--- config.mk ---
export PLATFORM = sky130hd
export DESIGN_NAME = lif_array
export DESIGN_NICKNAME = d
export VERILOG_FILES = /design/src/rtl/lif_array.sv
export SDC_FILE = /design/constraint.sdc
export NUM_CORES = 1
export LEC_CHECK = 0
export ABC_AREA = 1
export CAP_MARGIN = 20
export CORE_AREA = 2 2 70 139
export CTS_BUF_LIST = sky130_fd_sc_hd__clkbuf_2 sky130_fd_sc_hd__clkbuf_4 sky130_fd_sc_hd__clkbuf_8
export CTS_CLUSTER_DIAMETER = 150
export DETAILED_ROUTE_END_ITERATION = 8
export DIE_AREA = 0 0 72 141
export PLACE_DENSITY = 0.54
export SYNTH_ARGS = -nofsm -noshare
export SYNTH_HDL_FRONTEND = slang
export SYNTH_SLANG_ARGS = --single-unit
--- constraint.sdc ---
create_clock -name clk -period 4.5 [get_ports clk]
set_clock_uncertainty 0.2 [all_clocks]
set_input_delay 0.45 -clock clk [delete_from_list [all_inputs] [get_ports clk]]
set_output_delay 0.45 -clock clk [all_outputs]
set_load 0.005 [all_outputs]
--- src/rtl/lif_array.sv ---
// Time-multiplexed bank of N leaky integrate-and-fire neurons; 1-cycle registered result, in_ready = !out_valid | out_ready.
// Optional per-neuron adaptive threshold enabled by defining LIF_ADAPT_THR_EN.
module lif_array #(
   parameter int W       = 8,
   parameter int N       = 4,
   parameter int IDX_W   = 2,
   parameter int REFRACT = 2,
   parameter int THR_INC = 16
) (
   input  logic             clk,
   input  logic             rst_n,
   input  logic             in_valid,
   output logic             in_ready,
   input  logic [IDX_W-1:0] in_idx,
   input  logic [W-1:0]     in_current,
   input  logic [2:0]       beta,
   input  logic [W-1:0]     thr_base,
   output logic             out_valid,
   input  logic             out_ready,
   output logic [IDX_W-1:0] out_idx,
   output logic             out_spike,
   output logic [W-1:0]     out_state
);

   localparam int R_W = (REFRACT < 2) ? 1 : $clog2(REFRACT + 1);
   localparam logic [W-1:0] VMAX = '1;

   logic [W-1:0]   v [N];
   logic [R_W-1:0] r [N];

   logic           accept;
   logic           hit;
   logic [W-1:0]   cur_v;
   logic [R_W-1:0] cur_r;
   logic [W+1:0]   sum;
   logic [W-1:0]   u;
   logic [W-1:0]   thr;
   logic           refr;
   logic           fire;
   logic [W-1:0]   new_v;

`ifdef LIF_ADAPT_THR_EN
   logic [W-1:0] thr_off [N];
   logic [W-1:0] cur_off;
   logic [W:0]   thr_sum;
   logic [W:0]   inc_sum;
`endif

   assign in_ready = !out_valid || out_ready;
   assign accept   = in_valid && in_ready;

   // Out-of-range indices match nothing, so they read as an idle neuron and write nowhere.
   always_comb begin
      hit   = 1'b0;
      cur_v = '0;
      cur_r = '0;
`ifdef LIF_ADAPT_THR_EN
      cur_off = '0;
`endif
      for (int i = 0; i < N; i++) begin
         if (in_idx == IDX_W'(i)) begin
            hit   = 1'b1;
            cur_v = v[i];
            cur_r = r[i];
`ifdef LIF_ADAPT_THR_EN
            cur_off = thr_off[i];
`endif
         end
      end
   end

   always_comb begin
      sum = (W+2)'(beta[0] ? (cur_v >> 1) : '0)
          + (W+2)'(beta[1] ? (cur_v >> 2) : '0)
          + (W+2)'(beta[2] ? (cur_v >> 3) : '0)
          + (W+2)'(in_current);
      u = (sum > (W+2)'(VMAX)) ? VMAX : sum[W-1:0];
`ifdef LIF_ADAPT_THR_EN
      thr_sum = (W+1)'(thr_base) + (W+1)'(cur_off);
      thr     = thr_sum[W] ? VMAX : thr_sum[W-1:0];
      inc_sum = (W+1)'(cur_off) + (W+1)'(THR_INC);
`else
      thr = thr_base;
`endif
      refr  = (cur_r != '0);
      fire  = hit && !refr && (u >= thr);
      new_v = (hit && !refr && !fire) ? u : '0;
   end

   always_ff @(posedge clk) begin
      if (!rst_n) begin
         for (int i = 0; i < N; i++) begin
            v[i] <= '0;
            r[i] <= '0;
`ifdef LIF_ADAPT_THR_EN
            thr_off[i] <= '0;
`endif
         end
         out_valid <= 1'b0;
         out_idx   <= '0;
         out_spike <= 1'b0;
         out_state <= '0;
      end else begin
         if (accept) begin
            out_valid <= 1'b1;
            out_idx   <= in_idx;
            out_spike <= fire;
            out_state <= new_v;
            for (int i = 0; i < N; i++) begin
               if (in_idx == IDX_W'(i)) begin
                  v[i] <= new_v;
                  if (refr)
                     r[i] <= cur_r - R_W'(1);
                  else if (fire)
                     r[i] <= R_W'(REFRACT);
`ifdef LIF_ADAPT_THR_EN
                  if (fire)
                     thr_off[i] <= inc_sum[W] ? VMAX : inc_sum[W-1:0];
                  else if (!refr && cur_off != '0)
                     thr_off[i] <= cur_off - W'(1);
`endif
               end
            end
         end else if (out_ready) begin
            out_valid <= 1'b0;
         end
      end
   end

endmodule
==> metrics.txt, run 1 <==
outcome finished with violations; violated checks setup timing; sequential share of the synthesized area between 40 and 50%; TritonCTS clock tree done; I/O Buffers 37; number of global-route vias before repair around 2,900; fill count roughly 830; routed wire length 8410 µm; P per Cell Area approximately 380 nW/µm²; worst-path cell with the longest stage delay fa_1; final worst setup slack -0.0259 ns; CP delay by family, top adder cells; core box area 9200 µm²; Netlist Area Pre-Place ~3100 µm²; Setup Crit Path Kind primary input to register; Sink Count 48; Data required, critical path 4.31 ns; top_reg_cell synth edfxtp_1; htree depth 2; Initial Utilization 34.1%; Pins Over Slew Limit 0; clk_lat worst skew 0.30 ns; Nets about 520; WL per Instance 14.7 µm; top-count cell post-synth nand2_1; final hold violation count 0; first-pass GRT wire length ~14,000 µm; Cell Area, Placed 4120 µm²; share of cells above drive strength 1 40.3%; Detail Route Antenna Nets 0; commonest cells in the synthesized netlist 80 x nand2_1, 54 x inv_1, 44 x nor2_1; Final Cycle Share 101%; Inserted Diodes 0; GRT Resource Usage Total 17.4%; DP HPWL ~6300 µm; Bufs and invs on worst path 6; Post-synth EDFFs 36; HP Class register to register; Mapped Cells approximately 370; Leak Pwr slightly above 2 nW; root buffer cell clkbuf_8; dominant cell type by area after synthesis edfxtp_1; vias per cell between 4 and 5; Mapped Nets around 420; die area between 10,000 and 15,000 µm²; Worst setup EP type register; Worst EP arrival approximately 4.3 ns; gpl congestion 0.831; Final Critical Period about 4.5 ns; floorplan row count 50; number of DRC markers in iteration 0 between 100 and 150; Final Cell Area approximately 4900 µm²; maxcap violations 0; CTS Buf Count 5; Max VDD drop between 0.2 and 0.3 mV; Synthesis Warnings 0; final core occ a little over half; top cells by area, synth edfxtp_1 34%, nand2_1 9.6%, ha_1 8.4%; area share of the largest cell type after synthesis 34.4%; initial antenna violation count 0; DRC viols 0; CP max FO 8; unrepaired setup endpoints after global routing true; Yosys cell types 31; Die X 72 µm; Async SR Flop Fraction 0%; critical path's most frequent cell nand2_2; clk slew on worst S/H paths ~0.080 ns; TritonRoute pass-1 iters 7; Layout area overhead 55.2%; Yosys reg bits 48; DR vias 2,755; synthesized area per cell 8.58 µm²; Die Y between 100 and 150 µm; worst slack at placement -1.11 ns; slew at the pin closest to its max-slew limit 0.649 ns; Sum Neg Setup Slack -0.222 ns; largest net degree at the start of global routing 19; Final Power 1.86 mW; Layout Cells excl Fill approximately 570; Placed Cells 544; clk buf depth 2; Achievable Freq approximately 220 MHz; Max stage delay on crit path roughly 0.52 ns; final setup vio count 12; I/O pins 38; Rel. slew slack between 50 and 60%; hold_ws approximately 0.27 ns; CP Launch Type primary input; overflow left after global routing 0
==> layer usage <==
| metal | up-vias | GRT usage, % | part of all wire (%) |
|---|---|---|---|
| met3 | 8 | 3.07 | 4.5 |
| met1 | 1289 | 22.2 | 41 |
| met2 | 63 | 29.3 | 53 |
| li1 | 1395 | - | - |
| met4 | 0 | 5.76 | 1.5 |
| met5 | - | 0 | 0 |
==> worst register-to-register path, cell delays in order, from the launching register on <==
cell and delay, ns:
edfxtp_1 0.38, o21ai_1 0.17, nand2_2 0.10, o21ai_4 0.08, nand2_2 0.07, nand2_1 0.08
fa_1 0.45, fa_1 0.52, inv_2 0.05, ha_4 0.16, fa_2 0.38, nand2_2 0.10
nand2_4 0.07, nand3_4 0.07, nand2_4 0.06, nand2_8 0.14, nand3_4 0.11, ha_4 0.28
nand2_2 0.05, nand3_2 0.06, nand2_1 0.05, nand2_1 0.07, nand2_2 0.07, nand3_4 0.10
inv_6 0.05, buf_12 0.14, o21ai_4 0.14
==> final timing paths <==
| path | start | to | slack (ns) | depth (start not counted) |
|---|---|---|---|---|
| max reg2reg | v[0][3]$_SDFFCE_PN0P_ | r[2][1]$_SDFFCE_PN0P_ | 0.01 | 26 |
| max | in_idx[0] | r[2][1]$_SDFFCE_PN0P_ | -0.03 | 29 |
| min | out_idx[1]$_SDFFE_PN0P_ | out_idx[1]$_SDFFE_PN0P_ | 0.27 | 2 |
| min reg2reg | out_idx[1]$_SDFFE_PN0P_ | out_idx[1]$_SDFFE_PN0P_ | 0.27 | 2 |
==> where the power goes <==
part | internal (mW) | total [mW] | switching [mW]
clock network | 0.131 | 0.272 | 0.141
logic | 0.505 | 1.07 | 0.567
registers | 0.507 | 0.520 | 0.0128
total | 1.14 | 1.86 | 0.721
==> layout make-up <==
type | instances | area [µm²] | area share [%]
clock buffers | 7 | 90.1 | 1.85
clock inverters | 1 | 7.51 | 0.154
inverters | 60 | 258 | 5.29
multi-input cells | 253 | 2190 | 45.0
flip-flops and latches | 48 | 1320 | 27.1
well taps | 104 | 130 | 2.67
repair buffers | 98 | 873 | 17.9
==> timing repair <==
item	CTS	global route
buffers inserted	11	6
hold buffers	0	0
resized for setup	80	56
pin swaps	49	44
gates cloned	1	0
hold endpoints to repair	0	0
endpoints found under the setup margin	49	48
==> cell families after synthesis <==
group / count (synthesis) / synth area share [%]
and+or+nand+nor: 159 / 22.3
buffers and inverters: 65 / 8.17
AOI/OAI and AO/OA: 59 / 11.2
DFF: 48 / 42.1
adders and majority gates: 32 / 15.4
xor gates and xnor gates: 3 / 0.837
==> flip-flops by register name, indices dropped and copies added, names as in the netlist <==
register,count
v,28
out_idx,2
out_spike,1
out_state,8
out_valid,1
r,8
==> layout by cell type, fill, tap and decap left out, types with 4 or more instances in the layout <==
cell | Yosys | routed
nand3_4 | 0 | 9
nand2_2 | 10 | 17
clkdlybuf4s50_1 | 0 | 34
nor2_4 | 0 | 9
nor2_2 | 0 | 8
nand2_1 | 80 | 60
clkbuf_8 | 0 | 6
nand2_4 | 1 | 7
ha_1 | 21 | 10
edfxtp_1 | 36 | 36
nand3_1 | 10 | 5
buf_4 | 1 | 50
nand2_8 | 0 | 7
o21ai_0 | 29 | 14
o21ai_4 | 1 | 7
a21oi_2 | 6 | 13
inv_1 | 54 | 43
inv_2 | 5 | 10
nor2_1 | 44 | 27
fa_1 | 11 | 9
ha_4 | 0 | 11
dfxtp_1 | 12 | 12
o21ai_1 | 0 | 5
o21ai_2 | 0 | 4
a21oi_1 | 13 | 6
(Power assumes the default switching activity.)
==> inputs of run 2 (changes only) <==
--- a/config.mk
+++ b/config.mk
@@ -12,7 +12,7 @@
 export CTS_CLUSTER_DIAMETER = 150
 export DETAILED_ROUTE_END_ITERATION = 8
 export DIE_AREA = 0 0 72 141
-export PLACE_DENSITY = 0.54
+export DONT_BUFFER_PORTS = 1
 export SYNTH_ARGS = -nofsm -noshare
 export SYNTH_HDL_FRONTEND = slang
 export SYNTH_SLANG_ARGS = --single-unit
==> metrics.txt, run 2 (same netlist as run 1, synthesis figures left out) <==
Max VDD drop 0.282 mV (was 0.253 mV); Sum Neg Setup Slack 0 ns (was -0.222 ns); root buffer cell clkbuf_8 (unchanged); RR Startpoint v[0][3]$_SDFFCE_PN0P_ (unchanged); power share of the combinational group 51.6% (was 57.5%); worst-path cell with the longest stage delay fa_1 (unchanged); critical path cell sequence o21ai_1 > nand2_1 > o21ai_2 > nand2_1 > nand2_1 > fa_1 > fa_1 > inv_1 > ha_2 > fa_2 > nand2_2 > nand2_2 > buf_4 > xnor2_4 > nand3_4 > ha_4 > a21oi_2 > o21a_1 > nand3_4 > inv_6 > o21ai_4; TritonRoute pass-1 iters 4 (was 7); Final Critical Period 4.41 ns (was 4.53 ns); Inserted Diodes 0 (unchanged); Sequential Power Share 29.6% (was 27.9%); share of cells above drive strength 1 34.1% (was 40.3%); Layout area overhead 31.6% (was 55.2%); unrepaired setup endpoints after global routing true (unchanged); Setup Crit Path Kind register to register (was primary input to register); clk_lat worst skew 0.30 ns (about the same); CTS Buf Count 5 (unchanged); Die X 72 µm (unchanged); multi-input gate area in the final layout 1990 µm² (was 2190 µm²); Placed Cells 498 (was 544); Layout Cells excl Fill 514 (was 571); Max stage delay on crit path 0.51 ns (was 0.52 ns); slew at the pin closest to its max-slew limit 0.885 ns (was 0.649 ns); number of DRC markers in iteration 0 106 (was 122); TritonCTS clock tree done (unchanged); maxcap violations 0 (unchanged); Top reg by flops v (unchanged); DR vias 2,530 (was 2,755); Pins Over Slew Limit 0 (unchanged); WL per Instance 14.7 µm (about the same); Worst EP arrival 4.23 ns (was 4.34 ns); final worst setup slack 0.0852 ns (was -0.0259 ns); CTS Hold Bufs 0 (unchanged); Nets 466 (was 523); initial antenna violation count 0 (unchanged); worst slack at placement -0.358 ns (was -1.11 ns); critical path's most frequent cell nand2_1 (was nand2_2); Detail Route Antenna Nets 0 (unchanged); Die Y 141 µm (unchanged); fill count 895 (was 827); Rel. slew slack 40.4% (was 56.3%); die area 10,200 µm² (unchanged); hold worst-path end out_spike$_SDFFE_PN0P_ (was out_idx[1]$_SDFFE_PN0P_); floorplan row count 50 (unchanged); clk slew on worst S/H paths 0.10 ns (was 0.08 ns); P per Cell Area 426 nW/µm² (was 382 nW/µm²); Cell Area, Placed 3680 µm² (was 4120 µm²); clock share of power 18.8% (was 14.6%); Data required, critical path 4.31 ns (about the same); final hold violation count 0 (unchanged); Initial Utilization 34.1% (unchanged); Switch Pwr 661 µW (was 721 µW); Largest register FFs 28 (unchanged); routed wire length 7530 µm (was 8410 µm); final core occ 44.9% (was 53.0%); DRC viols 0 (unchanged); most common cell after layout, fill and taps aside nand2_1 (unchanged); R2R Setup Slk 0.09 ns (was 0.01 ns); sequential standard cell area 1320 µm² (unchanged); Final Cell Area 4130 µm² (was 4870 µm²); GRT Resource Usage Total 15.4% (was 17.4%); HP Class primary input to register (was register to register); I/O pins 38 (unchanged); number of global-route vias before repair 2,527 (was 2,898); r2r endpoint r[1][1]$_SDFFCE_PN0P_ (was r[2][1]$_SDFFCE_PN0P_); Worst setup EP type register (unchanged); final setup vio count 0 (was 12); commonest cells after routing, fill and taps aside 62 x nand2_1, 45 x inv_1, 40 x nor2_1 (was 60 x nand2_1, 50 x buf_4, 43 x inv_1); htree depth 2 (unchanged); Sink Count 48 (unchanged); overflow left after global routing 0 (unchanged); leading registers by flop count v: 28 flops, out_state: 8 flops, r: 8 flops (unchanged); hold wc startpoint rst_n (was out_idx[1]$_SDFFE_PN0P_); DP HPWL 5750 µm (was 6340 µm); Hold Path Depth 2 (unchanged); gpl congestion 0.791 (was 0.831); largest net degree at the start of global routing 20 (was 19); CP Launch Type register (was primary input); Achievable Freq 227 MHz (was 221 MHz); outcome finished, final reports clean (was finished with violations); core box area 9200 µm² (unchanged); Leak Pwr 1.78 nW (was 2.03 nW); Final Cycle Share 98.1% (was 101%); first-pass GRT wire length 12,200 µm (was 13,800 µm); I/O Buffers 0 (was 37); cells on worst reg2reg path 21 (was 26); switching share of total power 37.6% (was 38.7%); vias per cell 4.92 (was 4.82); clk buf depth 2 (unchanged); internal power 1.10 mW (was 1.14 mW); CP max FO 5 (was 8)
## run 2: critical path, delay by kind of cell (launching register included)
| family | cells | cell delay (ns) |
|---|---|---|
| AND/OR/NAND/NOR | 7 | 0.68 |
| buffers and inverters | 3 | 0.27 |
| adder cells (fa/ha/maj) | 5 | 1.82 |
| AO/OA/AOI/OAI | 5 | 0.64 |
| flip-flops | 1 | 0.38 |
| XOR/XNOR | 1 | 0.16 |
## run 2: repair_timing
| action | in CTS | in global routing |
|---|---|---|
| gates cloned | 1 | 0 |
| endpoints found under the setup margin | 48 | 49 |
| resized for setup | 13 | 53 |
| pin swaps | 5 | 35 |
| setup buffers | 1 | 4 |
## run 2: routing by layer
layer | GRT usage [%] | vias to the layer above | wire length [µm]
li1 | - | 1277 | -
met1 | 20.3 | 1167 | 3240
met2 | 25.8 | 73 | 3730
met3 | 2.93 | 13 | 416
met4 | 4.07 | 0 | 150
met5 | 0 | - | 0
## run 2: cell type report
class,count,area share (%)
multi-input combinational,253,48.2
sequential,48,32.0
timing repair buffer,40,7.54
inverter,60,5.94
tap,104,3.15
clock buffer,6,2.00
clock inverter,2,0.939
timing repair inverter,1,0.212
## run 2: power groups by stage
stage	logic (mW)	registers [mW]	clock network (mW)
after global placement	0.699	0.531	0
after floorplan	0.475	0.526	0
after detailed placement	0.702	0.531	0
after global routing	1.01	0.524	0.353
after CTS	0.731	0.521	0.333
final	0.909	0.520	0.331
## run 2: through the flow
stage	hold WS, ns	power (mW)
2_1_floorplan	0.262	1.00
3_3_place_gp	0.283	1.23
3_5_place_dp	0.282	1.23
4_1_cts	0.0692	1.59
5_1_grt	0.0788	1.89
6_report	0.0694	1.76
## run 2: worst max path at each step
| stage | startpoint | end | cells past startpoint |
|---|---|---|---|
| 5_1_grt | v[2][5]$_SDFFCE_PN0P_ | out_state[0]$_SDFFE_PN0P_ | 24 |
| 4_1_cts | v[0][4]$_SDFFCE_PN0P_ | r[1][1]$_SDFFCE_PN0P_ | 26 |
| 3_5_place_dp | in_idx[1] | v[3][4]$_SDFFCE_PN0P_ | 31 |
| 2_1_floorplan | in_idx[1] | r[0][0]$_SDFFCE_PP0P_ | 30 |
| 3_3_place_gp | in_idx[0] | v[1][4]$_SDFFCE_PN0P_ | 28 |
| 6_report | v[0][3]$_SDFFCE_PN0P_ | r[1][1]$_SDFFCE_PN0P_ | 21 |
